[src/rtl/anim_sequencer.sv]
// Per-fighter animation sequencer: turns movement/attack requests and hit events into
// the (anim_state, anim_frame) pair, with attack/hitstun lockout and attack active window.
module anim_sequencer #(
    parameter int ATK1_FRAMES   = 4,
    parameter int ATK2_FRAMES   = 6,
    parameter int FRAME_HOLD    = 4,
    parameter int HITSTUN_TICKS = 20,
    parameter int ATK1_ACT_LO   = 2,
    parameter int ATK1_ACT_HI   = 2,
    parameter int ATK2_ACT_LO   = 2,
    parameter int ATK2_ACT_HI   = 4
) (
    input  logic       clk,
    input  logic       rst,
    input  logic       tick,
    input  logic       req_move,
    input  logic       req_jump,
    input  logic       req_atk1,
    input  logic       req_atk2,
    input  logic       on_ground,
    input  logic       hit,
    output logic [3:0] anim_state,
    output logic [5:0] anim_frame,
    output logic       busy,
    output logic       atk_active,
    output logic       anim_done
);

    typedef enum logic [3:0] {
        S_IDLE = 4'd0,
        S_WALK = 4'd1,
        S_JUMP = 4'd2,
        S_ATK1 = 4'd3,
        S_ATK2 = 4'd4,
        S_HIT  = 4'd5
    } state_t;

    localparam int HOLD_MAX = (FRAME_HOLD > HITSTUN_TICKS) ? FRAME_HOLD : HITSTUN_TICKS;
    localparam int HW       = $clog2(HOLD_MAX + 1);

    localparam logic [HW-1:0] HIT_LOAD  = HW'(HITSTUN_TICKS);
    localparam logic [HW-1:0] HOLD_LAST = HW'(FRAME_HOLD - 1);
    localparam logic [HW-1:0] HOLD_ONE  = HW'(1);
    localparam logic [HW-1:0] HOLD_ZERO = HW'(0);
    localparam logic [5:0]    ATK1_LAST = 6'(ATK1_FRAMES - 1);
    localparam logic [5:0]    ATK2_LAST = 6'(ATK2_FRAMES - 1);
    localparam logic [5:0]    A1_LO     = 6'(ATK1_ACT_LO);
    localparam logic [5:0]    A1_HI     = 6'(ATK1_ACT_HI);
    localparam logic [5:0]    A2_LO     = 6'(ATK2_ACT_LO);
    localparam logic [5:0]    A2_HI     = 6'(ATK2_ACT_HI);

    state_t        state_r;
    logic [5:0]    frame_r;
    logic [HW-1:0] hold_r;
    logic          hit_pending_r;
    logic          jump_armed_r;
    logic          done_r;

    state_t        exit_state_s;
    logic [5:0]    last_frame_s;

    // Where a finished attack or hitstun lands, and the last frame of the current attack
    always_comb begin
        if (!on_ground) begin
            exit_state_s = S_JUMP;
        end else if (req_move) begin
            exit_state_s = S_WALK;
        end else begin
            exit_state_s = S_IDLE;
        end
        if (state_r == S_ATK2) begin
            last_frame_s = ATK2_LAST;
        end else begin
            last_frame_s = ATK1_LAST;
        end
    end

    // Sequencer state, frame, hold counter and hit latch
    always_ff @(posedge clk) begin
        if (rst) begin
            state_r       <= S_IDLE;
            frame_r       <= 6'd0;
            hold_r        <= HOLD_ZERO;
            hit_pending_r <= 1'b0;
            jump_armed_r  <= 1'b0;
            done_r        <= 1'b0;
        end else if (!tick) begin
            done_r <= 1'b0;
            if (hit) begin
                hit_pending_r <= 1'b1;
            end else begin
                hit_pending_r <= hit_pending_r;
            end
        end else begin
            done_r        <= 1'b0;
            hit_pending_r <= 1'b0;
            if (hit || hit_pending_r) begin
                state_r <= S_HIT;
                frame_r <= 6'd0;
                hold_r  <= HIT_LOAD;
            end else begin
                case (state_r)
                    S_HIT: begin
                        if (hold_r == HOLD_ONE) begin
                            state_r      <= exit_state_s;
                            hold_r       <= HOLD_ZERO;
                            jump_armed_r <= 1'b0;
                            done_r       <= 1'b1;
                        end else begin
                            hold_r <= hold_r - HOLD_ONE;
                        end
                    end
                    S_ATK1, S_ATK2: begin
                        if (hold_r == HOLD_LAST) begin
                            hold_r <= HOLD_ZERO;
                            if (frame_r == last_frame_s) begin
                                state_r      <= exit_state_s;
                                frame_r      <= 6'd0;
                                jump_armed_r <= 1'b0;
                                done_r       <= 1'b1;
                            end else begin
                                frame_r <= frame_r + 6'd1;
                            end
                        end else begin
                            hold_r <= hold_r + HOLD_ONE;
                        end
                    end
                    S_IDLE, S_WALK: begin
                        frame_r <= 6'd0;
                        hold_r  <= HOLD_ZERO;
                        if (req_atk2) begin
                            state_r <= S_ATK2;
                        end else if (req_atk1) begin
                            state_r <= S_ATK1;
                        end else if ((req_jump && on_ground) || !on_ground) begin
                            state_r      <= S_JUMP;
                            jump_armed_r <= 1'b0;
                        end else if (req_move) begin
                            state_r <= S_WALK;
                        end else begin
                            state_r <= S_IDLE;
                        end
                    end
                    S_JUMP: begin
                        if (on_ground && jump_armed_r) begin
                            state_r <= req_move ? S_WALK : S_IDLE;
                        end else if (!on_ground) begin
                            jump_armed_r <= 1'b1;
                        end else begin
                            jump_armed_r <= jump_armed_r;
                        end
                    end
                    default: begin
                        state_r <= S_IDLE;
                        frame_r <= 6'd0;
                        hold_r  <= HOLD_ZERO;
                    end
                endcase
            end
        end
    end

    // Lockout and hit-window decode of the registered state/frame
    always_comb begin
        case (state_r)
            S_ATK1: begin
                busy       = 1'b1;
                atk_active = (frame_r >= A1_LO) && (frame_r <= A1_HI);
            end
            S_ATK2: begin
                busy       = 1'b1;
                atk_active = (frame_r >= A2_LO) && (frame_r <= A2_HI);
            end
            S_HIT: begin
                busy       = 1'b1;
                atk_active = 1'b0;
            end
            default: begin
                busy       = 1'b0;
                atk_active = 1'b0;
            end
        endcase
    end

    assign anim_state = state_r;
    assign anim_frame = frame_r;
    assign anim_done  = done_r;

endmodule

[config.mk]
export PLATFORM = sky130hd
export DESIGN_NAME = anim_sequencer
export DESIGN_NICKNAME = d
export VERILOG_FILES = /design/src/rtl/anim_sequencer.sv
export SDC_FILE = /design/constraint.sdc
export NUM_CORES = 1
export LEC_CHECK = 0
export ABC_AREA = 1
export CELL_PAD_IN_SITES_DETAIL_PLACEMENT = 0
export CELL_PAD_IN_SITES_GLOBAL_PLACEMENT = 1
export CORE_MARGIN = 2
export CORE_UTILIZATION = 25
export CTS_CLUSTER_SIZE = 30
export DETAILED_ROUTE_END_ITERATION = 8
export PLACE_DENSITY_LB_ADDON = 0.1
export SETUP_SLACK_MARGIN = 0.2
export SYNTH_ARGS = -nofsm -noshare
export SYNTH_HDL_FRONTEND = slang
export SYNTH_SLANG_ARGS = --single-unit
[constraint.sdc]
create_clock -name clk -period 1.6 [get_ports clk]
set_input_delay 0.24 -clock clk [delete_from_list [all_inputs] [get_ports clk]]
set_output_delay 0.24 -clock clk [all_outputs]
set_load 0.005 [all_outputs]
# == Word level (Yosys, flattened, before mapping) ==
# Index checks and enable logic that the tools add are counted.
# totals
regBits,18
in_bits,9
out_inout_bits,13
wordCells,90
# op_classes
n_addsub,3
magnitude_cmp,3
eq_ne,22
n_mux,35
bitwise,2
n_reduce_logical,19
# ops
cell,count
$mux W4,5
$mux W6,3
$ne A2 B2 Y1 const B,9
$pmux W4 S4,1
$mux W5,3
$pmux W5 S3,1
$mux W1,13
$ne A3 B3 Y1 const B,4
$pmux W6 S2,1
$reduce_and A11 Y1,1
$eq A4 B2 Y1 const B,2
$eq A4 B3 Y1 const B,2
$reduce_or A2 Y1,4
$add A6 B1 Y6 const B,1
$eq A6 B6 Y1,1
$ge A6 B2 Y1 const B,1
$le A6 B2 Y1 const B,1
$le A6 B3 Y1 const B,1
$mux W2,3
$mux W3,2
$reduce_or A3 Y1,2
$add A5 B1 Y5 const B,1
$eq A5 B1 Y1 const B,1
$eq A5 B2 Y1 const B,1
14 further kinds,20

# == Longest topological paths before layout ==
# Gate-level depths: netlist (run 1).
# depth
depth_word,7
depth_mapped,12
ltp_nobuf,12

# == Least setup slack after synthesis (run 1) ==
# Ideal clock, no wire load.
# synth_path
path_kind,flip-flop to flip-flop
startpoint,register hold_r[0]
endpoint,"register frame_r[2], in the netlist anim_frame[2]"
setup_time_ns,0.115
arrival_time_ns,1.275
required_time_ns,1.485
setup_slack_ns,0.210
stages_incl_launch_ff,9
path_buffers,0
synth_period_minus_slack_ns,1.390
cell_sequence,dfxtp_1 > ha_1 > nand3_4 > nand2_4 > nand2_4 > a21oi_4 > o21ai_2 > nand2_2 > nor2_1
# synth_via
elab_chain_cells,3
# synth_lines
element,line,rtl
start: declaration,54,logic [HW-1:0] hold_r;
start signal: assignment,110,hold_r <= hold_r - HOLD_ONE;
start signal: assignment,125,hold_r <= hold_r + HOLD_ONE;
$eq A5 B2 Y1,114,if (hold_r == HOLD_LAST) begin
$ne A3 B3 Y1 (no source line),n/a,
$reduce_and A3 Y1 (no source line),n/a,
end signal: assignment,122,frame_r <= frame_r + 6'd1;
end: declaration,53,logic [5:0] frame_r;
# Every way passes these cells.
# A chain may end at the register's enable or synchronous reset.

# == Worst setup path in the final report (run 1) ==
# layout_path
startpoint,"register state_r[0], in the netlist anim_state[0]"
endpoint,output atk_active
# layout_via
elab_chain_cells,2
elab_cells_between_ends,3
cone_classes,eq/ne (2); mux (1)
# layout_lines
element,line,rtl
start: declaration,52,state_t state_r;
start signal: assignment,105,state_r <= exit_state_s;
start signal: assignment,117,state_r <= exit_state_s;
start signal: assignment,146,state_r <= req_move ? S_WALK : S_IDLE;
$eq A4 B3 Y1 / $eq A4 B2 Y1 (equally long branches),165,case (state_r)
$pmux W1 S2 (*),165,
end: declaration,25,"output logic atk_active,"
# Every way passes the cells marked *; elsewhere a longest branch is shown, timed or not.

==> results of run 1 <==
-- cells in the mapped netlist, drive strengths merged --
cell type / count
nand4: 1
inv: 23
o22ai: 3
dfxtp: 17
nor4: 1
nand2: 53
o2111ai: 1
or2: 1
nand3: 16
a22oi: 2
o21ai: 9
conb: 1
nor3: 4
xor2: 3
a21oi: 12
ha: 5
clkinv: 1
xnor2: 3
clkbuf: 1
o31ai: 1
nor2: 31
buf: 2
-- sequential cells by signal, summed over array words and instances, names as in the netlist --
signal / count
hit_pending_r: 1
anim_frame: 6
anim_done: 1
anim_state: 3
hold_r: 5
jump_armed_r: 1
-- through the flow --
stage / cells / setup TNS (ns) / worst slack, ns / hold WS (ns) / util (%)
floorplan: 191 / 0 / 0.2099 / 0.3091 / -
global placement: 314 / -0.8053 / -0.1592 / 0.5087 / 36.12
detailed placement: 314 / -1.045 / -0.1367 / 0.5051 / 36.12
CTS: 328 / -0.08116 / -0.08116 / 0.5154 / 41.47
global route: 339 / -0.2308 / -0.07078 / 0.5289 / 48.89
finish: 339 / 0 / 0.01244 / 0.5035 / 48.89
-- critical path, cell delays in order (launching register included) --
cell     delay (ns)
dfxtp_2        0.34
nor2_4         0.11
nand2_2        0.07
buf_6          0.12
nand2_4        0.07
inv_4          0.04
nor4_4         0.20
buf_2          0.15
-- routing by layer --
layer | wire length, um | up-vias | global-route usage, %
met4 | 45 | 0 | 4.182
met3 | 103 | 4 | 2.488
met1 | 1890 | 698 | 16.78
li1 | - | 768 | -
met2 | 2218 | 16 | 24.16
met5 | 0 | - | 0
-- final cells by class --
class | count | share of cell area, %
clock inverters | 1 | 0.2017
flip-flops and latches | 17 | 14.47
repair buffers | 77 | 28.34
well taps | 70 | 3.530
multi-input cells | 147 | 47.35
inverters | 24 | 4.438
clock buffers | 3 | 1.664
-- final timing paths --
| kind | end | slack (ns) | cells past startpoint | start |
|---|---|---|---|---|
| worst max-delay path | atk_active | 0.01 | 7 | anim_state[0] |
| worst min-delay path | hold_r[1] | 0.50 | 2 | hold_r[1] |
| worst max register to register | anim_frame[2] | 0.04 | 13 | anim_state[0] |
| worst min register to register | hold_r[1] | 0.50 | 2 | hold_r[1] |
-- repair_timing --
item	in CTS	in global routing
setup buffers	10	11
pin swaps	19	29
setup endpoints to repair	26	19
resized for setup	69	76
-- power by group --
part	leakage, nW	total [W]	switching, W	internal (W)
combinational	0.929	0.000794	0.000400	0.000394
clock	0.0255	0.000334	0.000161	0.000173
sequential	0.144	0.000472	0.0000245	0.000447
-- cells by family (layout without fill, tap and decap cells) --
family	Yosys count	in the layout	synth area share, %
and+or+nand+nor	107	107	39.81
AOI/OAI and AO/OA	28	28	15.50
buffers and inverters	27	105	9.569
DFF	17	17	26.03
xor gates and xnor gates	6	6	4.020
adders and majority gates	5	5	4.785
other	1	1	0.2868
==> impl_metrics.sql, run 1 <==
INSERT INTO impl_metrics (metric_group, metric, value, unit) VALUES
('outcome', 'run_status', 'completed', ''),
('grt', 'grt_pass1_vias', '1474', ''),
('grt', 'grt_overflow', '0', ''),
('sta', 'skew', '0.006868', 'ns'),
('placement', 'gp_routability_congestion', '0.7953', ''),
('cells_and_area', 'final_cell_mix', '37 x buf_4, 21 x nand2_1, 21 x buf_6', ''),
('pwr', 'cellLeakagePower', '1.099', 'nW'),
('synthesis', 'ys.warnings.count', '0', ''),
('synthesis', 'mappedNetlistArea', '1308', 'sq um'),
('routing', 'post-route-drc-count', '0', ''),
('synthesis', 'yosys_register_bits', '17', ''),
('cells_and_area', 'final-seq-area', '359.1', 'sq um'),
('placement', 'portBuffers', '20', ''),
('clocking', 'max-clock-path-buffers', '2', ''),
('cells_and_area', 'filler_cell_count', '545', ''),
('clocking', 'clk_transition_reported_paths', '0.08', 'ns'),
('worst_hold_path', 'holdCritPathClass', 'reg2reg', ''),
('synthesis', 'synth_top_area_share', '26.03', '%'),
('clocking', 'clock_tree.htree_level_count', '1', ''),
('floorplanning', 'row_count', '26', ''),
('synthesis', 'synth_nets', '205', ''),
('routing', 'drt.antenna.violating_nets', '0', ''),
('setup_path', 'crit_required', '1.36', 'ns'),
('pwr', 'peakVddDrop', '0.2567', 'mV'),
('placement', 'placement_stage_cell_area', '1833', 'sq um'),
('sta', 'timing.final.hold_violations', '0', ''),
('clocking', 'cts_inserted_buffers', '3', ''),
('grt', 'first_pass_grt_wire_length', '6.506', 'mm'),
('clocking', 'clkSinkCount', '17', ''),
('cells_and_area', 'layout-drive-gt1-share', '57.25', '%'),
('pwr', 'power_per_cell_area', '644.9', 'nW/um^2'),
('sta', 'final-max-slew-violation-count', '0', ''),
('flow_run', 'cap_viol_max_count', '0', ''),
('setup_path', 'cp_data_arrival_time', '1.35', 'ns'),
('sta', 'fin_crit_sh', '99.22', '%'),
('routing', 'route.detailed.vias_per_inst', '4.383', ''),
('cells_and_area', 'multiInputGateArea', '1175', 'sq um'),
('setup_path', 'crit_path_max_fanout', '2', ''),
('grt', 'grt_antenna_before_repair', '0', ''),
('floorplanning', 'core_region_area', '5075', 'sq um'),
('routing', 'vias', '1486', ''),
('setup_path', 'timing.setup.critical_path_class', 'reg2out', ''),
('placement', 'hpwl', '2.940', 'mm'),
('synthesis', 'post_synth_main_area_contributors', 'dfxtp_1 26%, nand2_1 13%, nor2_1 7.5%', ''),
('synthesis', 'postSynthCellCount', '191', ''),
('synthesis', 'yosysTopAreaCell', 'dfxtp_1', ''),
('sta', 'setup_viol', '0', ''),
('routing', 'drt_iter0_markers', '41', ''),
('floorplanning', 'die-area', '5825', 'sq um'),
('floorplanning', 'chipWidth', '76.32', 'um'),
('setup_path', 'crit_path_start_kind', 'flip-flop', ''),
('sta', 'max_freq', '629.9', 'MHz'),
('cells_and_area', 'finish.net_count', '284', ''),
('clocking', 'insertion_delay_to_the_later_sink_of_the_worst_skew_pair', '0.26', 'ns'),
('sta', 'rsz0062_at_grt', 'true', ''),
('floorplanning', 'boundaryPins', '22', ''),
('pwr', 'design_power_total', '0.001600', 'W'),
('cells_and_area', 'area_growth_syn_to_layout', '89.76', '%'),
('sta', 'period_minus_slack', '1.588', 'ns'),
('clocking', 'cts_root_buf', 'clkbuf_8', ''),
('routing', 'wl_per_cell', '12.56', 'um'),
('grt', 'grt_start_max_net_pins', '11', ''),
('routing', 'route.final.wire_length', '4.259', 'mm'),
('routing', 'drtPass1Iterations', '3', ''),
('cells_and_area', 'antenna_cells_inserted', '0', ''),
('clocking', 'clock_tree_from_tritoncts', 'yes', ''),
('floorplanning', 'chipHeight', '76.32', 'um'),
('cells_and_area', 'finish.instance_area', '2481', 'sq um'),
('cells_and_area', 'most_frequent_standard_cell_in_the_layout_excluding_fill_and_tap_cells', 'buf_4', ''),
('synthesis', 'average_footprint_of_a_synthesized_cell', '6.846', 'sq um'),
('synthesis', 'synth-seq-area-share', '26.03', '%'),
('clocking', 'postCtsHoldBufs', '0', ''),
('synthesis', 'ys_types', '37', ''),
('setup_path', 'worstSetupEndpointType', 'output port', ''),
('grt', 'grtUsageTotal', '13.67', '%'),
('floorplanning', 'start_util', '25.76', '%');
Note: power is estimated with default switching activity, not from simulation.
==> inputs of run 2 (changes only) <==
--- a/config.mk
+++ b/config.mk
@@ -12,7 +12,7 @@
 export CORE_UTILIZATION = 25
 export CTS_CLUSTER_SIZE = 30
 export DETAILED_ROUTE_END_ITERATION = 8
-export PLACE_DENSITY_LB_ADDON = 0.1
+export PLACE_DENSITY = 0.6
 export SETUP_SLACK_MARGIN = 0.2
 export SYNTH_ARGS = -nofsm -noshare
 export SYNTH_HDL_FRONTEND = slang
==> impl_metrics.sql, run 2 (synthesized netlist as in run 1, its figures left out) <==
INSERT INTO impl_metrics (metric_group, metric, value, unit) VALUES
('clocking', 'postCtsHoldBufs', '0', ''),
('placement', 'portBuffers', '20', ''),
('setup_path', 'critical_path.n_buffers_inverters', '5', ''),
('cells_and_area', 'largest_reg_flops', '6', ''),
('outcome', 'run_status', 'finished, violations left', ''),
('sta', 'fin_crit_sh', '107.5', '%'),
('floorplanning', 'chipWidth', '76.32', 'um'),
('setup_path', 'crit_slowest_cell', 'dfxtp_2', ''),
('floorplanning', 'row_count', '26', ''),
('flow_run', 'cap_viol_max_count', '0', ''),
('clocking', 'clock_tree_from_tritoncts', 'yes', ''),
('grt', 'grt_pass1_vias', '1448', ''),
('routing', 'route.detailed.vias_per_inst', '4.284', ''),
('routing', 'drt.antenna.violating_nets', '0', ''),
('routing', 'post-route-drc-count', '0', ''),
('setup_path', 'logic_depth_of_the_worst_register_to_register_path', '15', ''),
('grt', 'grt_antenna_before_repair', '0', ''),
('setup_path', 'rr_startpoint', 'anim_state[0]', ''),
('grt', 'grt_overflow', '0', ''),
('grt', 'grt_start_max_net_pins', '11', ''),
('setup_path', 'cp_cell_sequence', 'nor2_4 -> buf_6 -> buf_6 -> buf_6 -> buf_6 -> buf_6 -> nand3_2 -> nand2_2 -> nand2_4 -> nand2_4 -> nand2_1 -> nand2_1 -> nand2_2 -> nor2_1 -> nor2_2', ''),
('routing', 'vias', '1478', ''),
('sta', 'setup_viol', '10', ''),
('grt', 'grtUsageTotal', '13.83', '%'),
('cells_and_area', 'final_cell_mix', '39 x buf_4, 33 x nand2_1, 24 x nor2_1', ''),
('setup_path', 'cpMostUsedCell', 'buf_6', ''),
('sta', 'rsz0062_at_grt', 'true', ''),
('routing', 'drt_iter0_markers', '37', ''),
('setup_path', 'critical-path-top-delay-family', 'simple AND/OR/NAND/NOR gates', ''),
('pwr', 'cellLeakagePower', '1.097', 'nW'),
('placement', 'hpwl', '2.625', 'mm'),
('sta', 'max_freq', '581.2', 'MHz'),
('sta', 'timing.final.hold_violations', '0', ''),
('sta', 'period_minus_slack', '1.721', 'ns'),
('cells_and_area', 'postLayoutCoreUtil', '46.82', '%'),
('setup_path', 'crit_path_max_fanout', '6', ''),
('clocking', 'cts_inserted_buffers', '3', ''),
('setup_path', 'worstSetupEndpoint', 'anim_state[1]', ''),
('cells_and_area', 'layout-drive-gt1-share', '49.82', '%'),
('clocking', 'insertion_delay_to_the_later_sink_of_the_worst_skew_pair', '0.26', 'ns'),
('cells_and_area', 'area_growth_syn_to_layout', '81.72', '%'),
('worst_hold_path', 'holdCritPathClass', 'reg2reg', ''),
('sta', 'final-max-slew-violation-count', '0', ''),
('setup_path', 'timing.setup.critical_path_class', 'reg2reg', ''),
('pwr', 'peakVddDrop', '0.4877', 'mV'),
('clocking', 'clkSinkCount', '17', ''),
('placement', 'dp_worst_setup_slack', '-0.1236', 'ns'),
('floorplanning', 'die-area', '5825', 'sq um'),
('clocking', 'cts_root_buf', 'clkbuf_8', ''),
('outcome', 'violations', 'setup timing', ''),
('sta', 'final.setup.worst_slack', '-0.1207', 'ns'),
('setup_path', 'crit_required', '1.75', 'ns'),
('setup_path', 'cp_data_arrival_time', '1.87', 'ns'),
('setup_path', 'worstSetupEndpointType', 'flip-flop', ''),
('placement', 'gp_routability_congestion', '0.7746', ''),
('floorplanning', 'start_util', '25.76', '%'),
('routing', 'wl_per_cell', '11.90', 'um'),
('setup_path', 'timing.critical_path.slowest_cell_delay', '0.34', 'ns'),
('grt', 'first_pass_grt_wire_length', '6.582', 'mm'),
('cells_and_area', 'finish.net_count', '290', ''),
('setup_path', 'cp.depth', '15', ''),
('routing', 'route.final.wire_length', '4.105', 'mm'),
('clocking', 'max-clock-path-buffers', '2', ''),
('setup_path', 'critical_path.reg2reg.endpoint', 'anim_state[1]', ''),
('floorplanning', 'boundaryPins', '22', ''),
('cells_and_area', 'most_frequent_standard_cell_in_the_layout_excluding_fill_and_tap_cells', 'buf_4', ''),
('setup_path', 'flop2flop_setup_slack', '-0.12', 'ns'),
('cells_and_area', 'antenna_cells_inserted', '0', ''),
('setup_path', 'crit_path_start_kind', 'flip-flop', ''),
('floorplanning', 'chipHeight', '76.32', 'um'),
('clocking', 'clock_tree.htree_level_count', '1', ''),
('setup_path', 'worst_setup_path_startpoint', 'anim_state[0]', ''),
('floorplanning', 'core_region_area', '5075', 'sq um'),
('clocking', 'clk_transition_reported_paths', '0.07', 'ns'),
('sta', 'hold_slack', '0.5395', 'ns'),
('routing', 'drtPass1Iterations', '4', ''),
('sta', 'skew', '0.003203', 'ns'),
('pwr', 'power_per_cell_area', '661.0', 'nW/um^2');
run 2: cell types whose count changed in the layout (fill, tap and decap cells not counted), moves of 3 or more:
cell     change
nand2_1     +12
nand2_2      -8
nor2_1       +7
nor2_2       -7
o21ai_1      -4
o21ai_2      +3
run 2: how the worst min path moves through the flow:
| stage | cells past startpoint | slack, ns | endpoint | from |
|---|---|---|---|---|
| after CTS | 2 | 0.53 | hold_r[1] | hold_r[1] |
| final | 2 | 0.54 | hold_r[1] | hold_r[1] |
| after floorplan | 1 | 0.31 | anim_frame[4] | rst |
| after detailed placement | 2 | 0.52 | hold_r[1] | hold_r[1] |
| after global routing | 2 | 0.58 | hold_r[1] | hold_r[1] |
| after global placement | 2 | 0.52 | hold_r[1] | hold_r[1] |
run 2: worst register-to-register path: cells and delay by family, from the launching register on:
| kind | cells | cell delay, ns |
|---|---|---|
| buffers and inverters | 5 | 0.43 |
| flip-flops | 1 | 0.34 |
| AND/OR/NAND/NOR | 10 | 0.86 |
run 2: layout make-up:
class | instances | area, sq um
fillers | 533 | 2699
multi-input cells | 147 | 1021
flip-flops and latches | 17 | 352.8
clock inverters | 1 | 5.005
inverters | 24 | 107.6
well taps | 70 | 87.58
repair buffers | 83 | 760.7
clock buffers | 3 | 41.29
run 2: metal layers:
layer | part of all wire [%] | track usage, %
met5 | 0 | 0
met4 | 2.2 | 2.727
met3 | 3.0 | 2.488
met2 | 52 | 24.60
met1 | 43 | 17.48
run 2: report_power, final:
group / leakage (nW) / switching [W] / total (W) / internal [W]
registers: 0.142 / 0.0000218 / 0.000470 / 0.000448
clock network: 0.0255 / 0.000167 / 0.000340 / 0.000173
logic: 0.929 / 0.000363 / 0.000761 / 0.000398
total: 1.10 / 0.000552 / 0.00157 / 0.00102
run 2: timing repair:
action	CTS	global route
cloned	0	0
gates resized for setup	70	35
pin swaps	29	24
buffers inserted	19	8
endpoints found under the setup margin	26	18
run 2: per-stage QoR:
step | TNS (ns) | std cells | power [W] | cell area, sq um
final | -0.5804 | 345 | 0.001571 | 2376
after detailed placement | -0.9840 | 314 | 0.0009478 | 1833
after floorplan | 0 | 191 | 0.0007453 | 1308
after global placement | -0.5940 | 314 | 0.0009551 | 1833
after global routing | -1.857 | 345 | 0.001669 | 2376
after CTS | -0.3989 | 337 | 0.001473 | 2182
==> inputs of run 3 (changes only) <==
--- a/config.mk
+++ b/config.mk
@@ -14,6 +14,7 @@
 export DETAILED_ROUTE_END_ITERATION = 8
 export PLACE_DENSITY = 0.6
 export SETUP_SLACK_MARGIN = 0.2
+export SKIP_CTS_REPAIR_TIMING = 1
 export SYNTH_ARGS = -nofsm -noshare
 export SYNTH_HDL_FRONTEND = slang
 export SYNTH_SLANG_ARGS = --single-unit
==> impl_metrics.sql, run 3 (synthesized netlist as in run 1, its figures left out) <==
INSERT INTO impl_metrics (metric_group, metric, value, unit) VALUES
('grt', 'grt_start_max_net_pins', '11', ''),
('cells_and_area', 'finish.net_count', '280', ''),
('placement', 'gp_routability_congestion', '0.7746', ''),
('floorplanning', 'boundaryPins', '22', ''),
('setup_path', 'crit_slowest_cell', 'dfxtp_4', ''),
('routing', 'post-route-drc-count', '0', ''),
('pwr', 'cellLeakagePower', '1.103', 'nW'),
('routing', 'route.detailed.vias_per_inst', '4.248', ''),
('routing', 'drt_iter0_markers', '69', ''),
('placement', 'hpwl', '2.625', 'mm'),
('routing', 'drtPass1Iterations', '4', ''),
('sta', 'rsz0062_at_grt', 'true', ''),
('outcome', 'run_status', 'completed', ''),
('placement', 'placement_stage_cell_area', '1833', 'sq um'),
('floorplanning', 'chipHeight', '76.32', 'um'),
('setup_path', 'critical-path-top-delay-family', 'flip-flops', ''),
('floorplanning', 'chipWidth', '76.32', 'um'),
('pwr', 'power_per_cell_area', '629.9', 'nW/um^2'),
('cells_and_area', 'final_cell_mix', '44 x buf_4, 32 x nand2_1, 20 x nor2_1', ''),
('grt', 'grt_antenna_before_repair', '0', ''),
('clocking', 'clock_tree.htree_level_count', '1', ''),
('placement', 'portBuffers', '20', ''),
('sta', 'period_minus_slack', '1.525', 'ns'),
('sta', 'max_freq', '655.9', 'MHz'),
('sta', 'setup_viol', '0', ''),
('clocking', 'cts_inserted_buffers', '3', ''),
('setup_path', 'worstSetupEndpointType', 'flip-flop', ''),
('setup_path', 'timing.critical_path.slowest_cell_delay', '0.38', 'ns'),
('sta', 'final-max-slew-violation-count', '0', ''),
('setup_path', 'cp_data_arrival_time', '1.68', 'ns'),
('setup_path', 'timing.setup.critical_path_class', 'reg2reg', ''),
('cells_and_area', 'layout-drive-gt1-share', '49.81', '%'),
('clocking', 'max-clock-path-buffers', '2', ''),
('routing', 'wl_per_cell', '10.74', 'um'),
('floorplanning', 'row_count', '26', ''),
('grt', 'grt_pass1_vias', '1280', ''),
('grt', 'first_pass_grt_wire_length', '5.802', 'mm'),
('grt', 'grt_overflow', '0', ''),
('clocking', 'cts_root_buf', 'clkbuf_8', ''),
('setup_path', 'critical_path.n_buffers_inverters', '4', ''),
('cells_and_area', 'most_frequent_standard_cell_in_the_layout_excluding_fill_and_tap_cells', 'buf_4', ''),
('floorplanning', 'core_region_area', '5075', 'sq um'),
('cells_and_area', 'largest_reg_flops', '6', ''),
('cells_and_area', 'filler_cell_count', '529', ''),
('floorplanning', 'die-area', '5825', 'sq um'),
('routing', 'drt.antenna.violating_nets', '0', ''),
('routing', 'route.final.wire_length', '3.599', 'mm'),
('setup_path', 'crit_path_max_fanout', '6', ''),
('cells_and_area', 'finish.instance_area', '2260', 'sq um'),
('routing', 'vias', '1423', ''),
('setup_path', 'crit_path_start_kind', 'flip-flop', ''),
('pwr', 'peakVddDrop', '0.4718', 'mV'),
('sta', 'fin_crit_sh', '95.29', '%'),
('flow_run', 'cap_viol_max_count', '0', ''),
('worst_hold_path', 'holdCritPathClass', 'reg2reg', ''),
('setup_path', 'crit_required', '1.76', 'ns'),
('clocking', 'clock_tree_from_tritoncts', 'yes', ''),
('cells_and_area', 'antenna_cells_inserted', '0', ''),
('clocking', 'clk_transition_reported_paths', '0.07', 'ns'),
('clocking', 'clkSinkCount', '17', ''),
('sta', 'timing.final.hold_violations', '0', ''),
('setup_path', 'cp_cell_sequence', 'buf_6 -> inv_4 -> nand2_4 -> nor2_4 -> inv_2 -> buf_6 -> nand2_4 -> a21oi_4 -> o21ai_2 -> nand2_2 -> nor2_1', ''),
('floorplanning', 'start_util', '25.76', '%'),
('grt', 'grtUsageTotal', '12.08', '%'),
('sta', 'skew', '0.003587', 'ns'),
('cells_and_area', 'area_growth_syn_to_layout', '72.82', '%'),
('clocking', 'insertion_delay_to_the_later_sink_of_the_worst_skew_pair', '0.26', 'ns'),
('pwr', 'design_power_total', '0.001423', 'W');
## run 3: power breakdown
group | switching, W | internal [W]
sequential | 0.0000269 | 0.000446
clock | 0.000167 | 0.000173
combinational | 0.000308 | 0.000302
total | 0.000502 | 0.000922
## run 3: layout make-up
class / count / area, sq um / share of cell area [%]
Multi-Input combinational cell: 147 / 1012 / 44.80
Timing Repair Buffer: 73 / 646.9 / 28.63
Sequential cell: 17 / 366.6 / 16.22
Inverter: 24 / 100.1 / 4.430
Tap cell: 70 / 87.58 / 3.876
Clock buffer: 3 / 41.29 / 1.827
Clock inverter: 1 / 5.005 / 0.2215
## run 3: worst paths after layout
| path | startpoint | endpoint | slack (ns) | cells after the start |
|---|---|---|---|---|
| min reg2reg | hold_r[1] | hold_r[1] | 0.51 | 2 |
| max | anim_state[1] | anim_frame[3] | 0.08 | 11 |
| max reg2reg | anim_state[1] | anim_frame[3] | 0.08 | 11 |
| min | hold_r[1] | hold_r[1] | 0.51 | 2 |
## run 3: tightest hold or removal path, stage by stage (launching register included)
cell	delay [ns]
dfxtp_2	0.36
nand2_1	0.07
a21oi_1	0.05
## run 3: through the flow
step	TNS (ns)	hold WS (ns)	utilization, %	setup WS, ns	std cells
detailed placement	-0.9840	0.5210	36.12	-0.1236	314
floorplan	0	0.3091	-	0.2099	191
global placement	-0.5940	0.5167	36.12	-0.1198	314
CTS	-0.8768	0.5323	37.03	-0.4564	318
finish	0	0.5110	44.53	0.07542	335
global route	-0.1040	0.5335	44.53	-0.03600	335
## run 3: layer usage
layer	part of all wire (%)	GRT usage, %
met1	48	16.68
met2	49	19.38
met3	2.8	2.488
met4	0.75	2.727
met5	0	0
